**config.mk**
```make
export PLATFORM = sky130hd
export DESIGN_NAME = color_sensor_emulator
export DESIGN_NICKNAME = d
export VERILOG_FILES = /design/src/rtl/color_sensor_emulator.sv
export SDC_FILE = /design/constraint.sdc
export NUM_CORES = 1
export LEC_CHECK = 0
export CAP_MARGIN = 25
export CORE_ASPECT_RATIO = 1.2
export CORE_MARGIN = 5
export CORE_UTILIZATION = 40
export DETAILED_ROUTE_END_ITERATION = 10
export SETUP_SLACK_MARGIN = 0.15
export SLEW_MARGIN = 20
export SYNTH_ARGS = -nofsm -noshare
export SYNTH_HDL_FRONTEND = slang
export SYNTH_SLANG_ARGS = --single-unit
```
**constraint.sdc**
```tcl
create_clock -name clk -period 4.5 [get_ports clk]
set_clock_uncertainty 0.15 [all_clocks]
set_input_delay 0.675 -clock clk [delete_from_list [all_inputs] [get_ports clk]]
set_output_delay 0.675 -clock clk [all_outputs]
set_load 0.03 [all_outputs]
```
**src/rtl/color_sensor_emulator.sv**
```systemverilog
// -----------------------------------------------------------------------------
// color_sensor_emulator
//
// Synthesizable stand-in for a TCS3200-style light-to-frequency colour sensor.
// The reader drives the filter-select lines; this block answers with a 50 %
// duty square wave whose half-period comes from a per-channel intensity
// register, scaled by the S0/S1 frequency-scaling code.
//
// Ports
//   clk            system clock, all logic on the rising edge
//   rst_n          asynchronous active-low reset
//   enable         output enable; low forces the sensor off
//   filter_select  filter code from the reader (asynchronous to clk):
//                  00 red, 11 green, 10 blue, 01 clear
//   freq_scale     00 power-down, 01 half<<4, 10 half<<2, 11 half<<0
//   red_half       red   half-period base value (clk cycles)
//   green_half     green half-period base value
//   blue_half      blue  half-period base value
//   clear_half     clear half-period base value
//   frequency      square-wave sensor output
//   active_channel synchronized filter code currently in effect
//   settling       high while the photodiode settle window is running
//   edge_count     rising edges of frequency since the last SETTLE/OFF entry,
//                  saturating at all-ones
// -----------------------------------------------------------------------------
module color_sensor_emulator #(
    parameter int DIV_W         = 16,
    parameter int SETTLE_CYCLES = 8,
    parameter int CNT_W         = 16
) (
    input  logic             clk,
    input  logic             rst_n,
    input  logic             enable,
    input  logic [1:0]       filter_select,
    input  logic [1:0]       freq_scale,
    input  logic [DIV_W-1:0] red_half,
    input  logic [DIV_W-1:0] green_half,
    input  logic [DIV_W-1:0] blue_half,
    input  logic [DIV_W-1:0] clear_half,
    output logic             frequency,
    output logic [1:0]       active_channel,
    output logic             settling,
    output logic [CNT_W-1:0] edge_count
);

    // Effective half-period needs four extra bits for the largest shift.
    localparam int HW  = DIV_W + 4;
    localparam int SCW = (SETTLE_CYCLES > 1) ? $clog2(SETTLE_CYCLES) : 1;

    localparam logic [HW-1:0]    HALF_ONE   = HW'(1);
    localparam logic [CNT_W-1:0] EDGE_ONE   = CNT_W'(1);
    localparam logic [CNT_W-1:0] EDGE_SAT   = '1;
    localparam logic [SCW-1:0]   SETTLE_END = SCW'(SETTLE_CYCLES - 1);
    localparam logic [SCW-1:0]   SETTLE_ONE = SCW'(1);

    typedef enum logic [1:0] {
        ST_OFF    = 2'd0,
        ST_SETTLE = 2'd1,
        ST_RUN    = 2'd2
    } state_t;

    // Selects the channel base value and applies the S0/S1 scaling shift.
    function automatic logic [HW-1:0] eff_half(
        input logic [1:0]       code,
        input logic [1:0]       scale,
        input logic [DIV_W-1:0] r,
        input logic [DIV_W-1:0] g,
        input logic [DIV_W-1:0] b,
        input logic [DIV_W-1:0] c
    );
        logic [DIV_W-1:0] base;
        logic [HW-1:0]    wide;
        case (code)
            2'b00:   base = r;
            2'b11:   base = g;
            2'b10:   base = b;
            default: base = c;
        endcase
        wide = HW'(base);
        case (scale)
            2'b01:   eff_half = wide << 4;
            2'b10:   eff_half = wide << 2;
            2'b11:   eff_half = wide;
            default: eff_half = '0;
        endcase
    endfunction

    state_t           state_q;
    logic [1:0]       sync1_q;
    logic [1:0]       sync2_q;
    logic [1:0]       active_q;
    logic [SCW-1:0]   settle_cnt_q;
    logic [HW-1:0]    half_q;
    logic [HW-1:0]    cnt_q;
    logic             freq_q;
    logic             settling_q;
    logic [CNT_W-1:0] edge_cnt_q;

    logic [HW-1:0]    half_d;
    logic             off_req;
    logic             chan_change;
    logic             half_done;

    // Two-flop synchronizer for the reader's filter lines.
    always_ff @(posedge clk or negedge rst_n) begin
        if (!rst_n) begin
            sync1_q <= 2'b00;
            sync2_q <= 2'b00;
        end else begin
            sync1_q <= filter_select;
            sync2_q <= sync1_q;
        end
    end

    always_comb begin
        half_d      = eff_half(active_q, freq_scale, red_half, green_half,
                               blue_half, clear_half);
        off_req     = !enable || (freq_scale == 2'b00);
        chan_change = (sync2_q != active_q);
        half_done   = (cnt_q == half_q - HALF_ONE);
    end

    // Sensor state machine. Priority: off request > filter change > toggle.
    always_ff @(posedge clk or negedge rst_n) begin
        if (!rst_n) begin
            state_q      <= ST_OFF;
            active_q     <= 2'b00;
            settle_cnt_q <= '0;
            half_q       <= '0;
            cnt_q        <= '0;
            freq_q       <= 1'b0;
            settling_q   <= 1'b0;
            edge_cnt_q   <= '0;
        end else if (off_req) begin
            state_q      <= ST_OFF;
            settle_cnt_q <= '0;
            cnt_q        <= '0;
            freq_q       <= 1'b0;
            settling_q   <= 1'b0;
            edge_cnt_q   <= '0;
        end else begin
            case (state_q)
                ST_OFF: begin
                    state_q      <= ST_SETTLE;
                    active_q     <= sync2_q;
                    settle_cnt_q <= '0;
                    cnt_q        <= '0;
                    freq_q       <= 1'b0;
                    settling_q   <= 1'b1;
                    edge_cnt_q   <= '0;
                end

                ST_SETTLE: begin
                    if (chan_change) begin
                        // A new filter restarts the settle window.
                        active_q     <= sync2_q;
                        settle_cnt_q <= '0;
                    end else if (settle_cnt_q == SETTLE_END) begin
                        state_q    <= ST_RUN;
                        settling_q <= 1'b0;
                        half_q     <= half_d;
                        cnt_q      <= '0;
                        freq_q     <= 1'b0;
                    end else begin
                        settle_cnt_q <= settle_cnt_q + SETTLE_ONE;
                    end
                end

                ST_RUN: begin
                    if (chan_change) begin
                        state_q      <= ST_SETTLE;
                        active_q     <= sync2_q;
                        settle_cnt_q <= '0;
                        cnt_q        <= '0;
                        freq_q       <= 1'b0;
                        settling_q   <= 1'b1;
                        edge_cnt_q   <= '0;
                    end else if (half_q == '0) begin
                        // Zero intensity: stay low and keep sampling until nonzero.
                        half_q <= half_d;
                        cnt_q  <= '0;
                        freq_q <= 1'b0;
                    end else if (half_done) begin
                        // Half-period boundary: new settings are picked up only here.
                        freq_q <= ~freq_q;
                        cnt_q  <= '0;
                        half_q <= half_d;
                        if (!freq_q && (edge_cnt_q != EDGE_SAT)) begin
                            edge_cnt_q <= edge_cnt_q + EDGE_ONE;
                        end
                    end else begin
                        cnt_q <= cnt_q + HALF_ONE;
                    end
                end

                default: begin
                    state_q    <= ST_OFF;
                    freq_q     <= 1'b0;
                    settling_q <= 1'b0;
                end
            endcase
        end
    end

    assign frequency      = freq_q;
    assign active_channel = active_q;
    assign settling       = settling_q;
    assign edge_count     = edge_cnt_q;

endmodule

```
Yosys cells after proc, flatten, opt, wreduce, memory -nomap -nowiden
Index checks and enable logic that the tools add are counted.

Bits in registers: 69. Output and inout port bits: 20.

Add/sub/neg operators: 4. Equal/unequal tests: 24. Mux-type cells: 43. Bitwise logic cells: 2. Reductions and logical operators: 20.

Operator list (number): 20-bit 2-to-1 mux (11); 20-bit case mux with 3 select lines (2); 16-bit 2-to-1 mux (5); 16-bit case mux with 3 select lines (1); 20-bit case mux with 2 select lines (1); 16-bit case mux with 2 select lines (1); 20-bit by 1-bit adder with 20-bit output, second input constant (1); 20-bit equality test (1); 20-bit logical NOT (1); 20-bit by 1-bit subtractor with 20-bit output, second input constant (1); 16-bit by 1-bit adder with 16-bit output, second input constant (1); 16-bit != test, second input constant (1); 4-bit != test, second input constant (4); 3-bit AND reduction (5); 3-bit 2-to-1 mux (4); 3-bit != test, second input constant (4); 2-bit equality test, second input constant (5); 2-bit 2-to-1 mux (5); 3-bit case mux with 3 select lines (1); 1-bit 2-to-1 mux (8); 2-bit logical NOT (3); 2-bit != test, second input constant (3); 2-bit case mux with 3 select lines (1); 6-bit AND reduction (1); 18 further kinds (22).

Depth between registers and ports, before layout
Word-level depth: 8. Mapped depth: 12. Depth with buffers taken out: 10.

Worst setup path after synthesis
OpenSTA, ideal clock, no wires.

Path kind: register -> register. Start: reg half_q[0]. End: reg half_q[11]. Setup time: 125 ps. Data arrival time: 2832 ps. Setup slack: 1393 ps. Cell stages (with the launch flop): 12. Buffers on the path: 1. Path through: dfrtp_1 -> inv_1 -> ha_1 -> nor4b_1 -> nand4_1 -> xnor2_1 -> o21ai_0 -> a211oi_1 -> nand3_2 -> a31o_1 -> buf_6 -> mux2_4.

Cells in the longest elaborated chain, start to end: 4. Elaborated cells on any way between the ends: 8. Those cells by class: add/sub (1); eq/ne (2); mux (3); reduce/logical (2).

Ends and longest elaborated chain: from (decl) (RTL line 93) `logic [HW-1:0] half_q;`; from (signal assigned) (RTL line 161) `half_q <= half_d;`; from (signal assigned) (RTL line 180) `half_q <= half_d;`; from (signal assigned) (RTL line 187) `half_q <= half_d;`; 20-bit by 1-bit subtractor with 20-bit output or 20-bit logical NOT (tied branches) (RTL line 120, 178); 20-bit equality test or 20-bit 2-to-1 mux (tied branches) (RTL line 120, 178); 3-bit != test (no source line) or 20-bit 2-to-1 mux (tied branches); 6-bit AND reduction (no source line) or 20-bit case mux with 2 select lines (tied branches).

Parallel ways exist; a longest one is shown, timed or not. The select of a mux whose other input is x is not followed. A chain may end at the register's enable or synchronous reset.

Worst setup path in the final report
Same ends and word-level chain as after synthesis.

==> metrics.yaml <==
cells_and_area:
  fillers: 1141
  drive_gt1_share_pct: 11.5
  layout_commonest_cell: "clkdlybuf4s50_1"
  areaGrowthSynthToFinish_pct: 28.4
  final_cells: 781
  nNetsFinal: 695
  layout_common_cells: "clkdlybuf4s50_1 (89), dfrtp_1 (69), nand2_1 (66)"
  antenna-diode-count: 0
power_and_ir_drop:
  comb_power_share_pct: 35.8
  internal_power_mw: 1.67
  switching_power_mw: 0.904
  p_leak_nw: 2.60
  p_clk_share_pct: 30.5
  peakVddDrop_v: 0.000169
  cellPowerDensity_nw_per_um2: 410
  pwr-share-seq_pct: 33.7
  p_sw_share_pct: 35.2
grt:
  antenna_found_initial: 0
  top_usage_layer: "met2"
  grt_usage_pct: 17.9
  grt.overflow.total: 0
  met1_usage_pct: 22.3
  grt_max_degree: 36
  grt_pass1_wl_um: 21100
  grt_pass1_vias: 4347
  use_met3_pct: 4.70
  use_met2_pct: 30.5
setup_path:
  critPathKind: "flip-flop to flip-flop"
  cp_slowest_cell: "nor4b_1"
  required_ps: 4560
  path_buf_inv: 2
  critPathArrivalTime_ps: 3970
  cp-start-kind: "flip-flop"
  cpPeakStageDelay_ps: 540
  path_cells: "inv_1 > ha_1 > nor4b_1 > nand4_1 > xnor2_1 > o21ai_0 > a211oi_1 > nand3_2 > a31o_1 > buf_8 > mux2_4"
  setup.worst_path.end_class: "flip-flop"
  crit_family: "simple AND/OR/NAND/NOR gates"
  crit_fanout: 11
yosys:
  synth_edf_count: 0
  synthArstFlopShare_pct: 100
  synth_area_um2: 4880
  ys_ff_latch: 69
  synth_nets: 607
  ys_warn_count: 0
  ys_types: 60
  yosysSeqAreaShare_pct: 35.4
  synth-main-ff-cell: "dfrtp_1"
  avgSynthCellArea_um2: 9.26
  netlist_instances: 527
cts:
  cts_tree: "yes"
  ctsHoldBuffers: 0
  worstSkewPairLatency_ps: 330
  clkTransAtPathRegs_ps: 60
  clock-sinks: 69
  cts_setup_buffers: 0
  cts_made_buffers: 9
  cts_resized: 0
  htree_num_levels: 3
  cts_buffer_depth: 2
  cts-root-buf: "clkbuf_16"
timing:
  maxSlewHeadroom_pct: 36.7
  final.min_clock_period_ps: 3910
  finalHoldViolCount: 0
  fin_tns_setup_ps: 0
  tightestPinTransition_ps: 950
  setup_violations: 0
  fin_crit_sh_pct: 86.8
  clock.fmax_ghz: 0.256
  rsz0062_at_grt: "no"
  report.final.slew_viol_count: 0
floorplan:
  start_util_pct: 40.5
  die_area_um2: 14500
  io_pins: 91
  die_h_um: 131
  die_width_um: 111
  core_um2: 12100
  rows: 44
detailed_routing:
  viasPerCell: 5.44
  drtIter0Drc: 209
  drcViolationCount: 0
  drt-total-wl_um: 12600
  first_pass_iters: 5
  num_vias: 4248
  drtAntennaViolNets: 0
  wl_per_cell_um: 16.1
placement:
  gp_congestion: 0.925
  dp_hpwl_um: 10100
  place_inst: 765
  portBuffers: 90
job:
  maxCapViolations: 0
worst_hold_path:
  hp-class: "flip-flop to flip-flop"
outcome:
  status: "completed"
## sequential cells by signal, summed over array words and instances, names as in the netlist
signal          cells
state_q             2
half_q             20
sync2_q             2
settling            1
edge_count         16
settle_cnt_q        3
cnt_q              20
sync1_q             2
active_channel      2
frequency           1
## metrics by stage
step           total power [mW]  hold slack [ps]  cell area [um^2]  worst slack [ps]  utilization [%]
4_1_cts                    2.59              203              6260               572             52.0
3_3_place_gp               1.79              185              5920               558             49.1
3_5_place_dp               1.80              188              5940               598             49.2
2_1_floorplan              1.54              181              4880              1390                -
5_1_grt                    2.74              210              6260               354             52.0
6_report                   2.57              199              6260               594             52.0
## final timing paths
| path | from | end | slack, ps | cells past startpoint |
|---|---|---|---|---|
| max in group asynchronous | rst_n | cnt_q[9] | 2970 | 2 |
| max reg2reg | half_q[0] | half_q[11] | 590 | 11 |
| max | half_q[0] | half_q[11] | 590 | 11 |
| min | sync1_q[0] | sync2_q[0] | 200 | 0 |
| min reg2reg | sync1_q[0] | sync2_q[0] | 200 | 0 |
| min in group asynchronous | rst_n | sync1_q[0] | 260 | 1 |
## area by class of cell
class / count / area [um^2] / area share, %
Multi-Input combinational cell: 411 / 2950 / 47.1
Sequential cell: 69 / 1730 / 27.6
Timing Repair Buffer: 97 / 956 / 15.3
Clock buffer: 9 / 225 / 3.59
Tap cell: 161 / 201 / 3.22
Clock inverter: 7 / 104 / 1.66
Inverter: 27 / 101 / 1.62
## cells by family (layout without fill, tap and decap cells)
logic type,Yosys count,after routing,share of synthesized area (%)
simple gates,217,217,22.6
xor+xnor,37,37,6.64
buf+inv,47,140,4.13
flops,69,69,35.4
mux,45,45,14.7
compound gates,103,103,14.2
fa+ha+maj,9,9,2.31
## worst reg2reg max path, delay by kind of cell (launching register included)
| family | cells | cell delay, ps |
|---|---|---|
| xor gates and xnor gates | 1 | 250 |
| muxes | 1 | 300 |
| and+or+nand+nor | 3 | 1120 |
| adders and majority gates | 1 | 220 |
| DFF | 1 | 410 |
| AOI/OAI and AO/OA | 3 | 960 |
| buffers and inverters | 2 | 360 |
## per-layer routing
| layer | wire length, um | vias to the layer above |
|---|---|---|
| met3 | 734 | 18 |
| li1 | - | 2101 |
| met2 | 5940 | 140 |
| met5 | 0 | - |
| met1 | 5610 | 1989 |
| met4 | 301 | 0 |
## synth_stat cells, types with 7 or more instances
cell,instances,share of area [%]
xor2_1,11,2.0
o31ai_1,7,1.1
nand2_1,66,5.1
a22o_1,7,1.3
xnor2_1,26,4.7
or3_1,9,1.2
nor4_1,7,0.90
nor2_1,41,3.2
mux2i_1,12,2.5
a21oi_1,18,1.8
clkbuf_1,14,1.1
and3_1,12,1.5
nor3_1,10,1.0
nor2b_1,8,1.0
o211ai_1,7,1.1
mux2_4,12,3.7
ha_1,9,2.3
mux4_2,16,7.4
nand4_1,9,1.2
nand3_1,21,2.2
or4_1,8,1.2
o21ai_0,35,3.6
inv_1,27,2.1
dfrtp_1,69,35
## power groups by stage
stage                     clock network, mW  registers (mW)  logic, mW
final                                 0.784           0.865      0.920
after CTS                             0.802           0.864      0.928
after detailed placement                  0           0.875      0.925
after global routing                  0.829           0.883       1.02
after floorplan                           0           0.830      0.708
after global placement                    0           0.873      0.914
(Power assumes the default switching activity.)
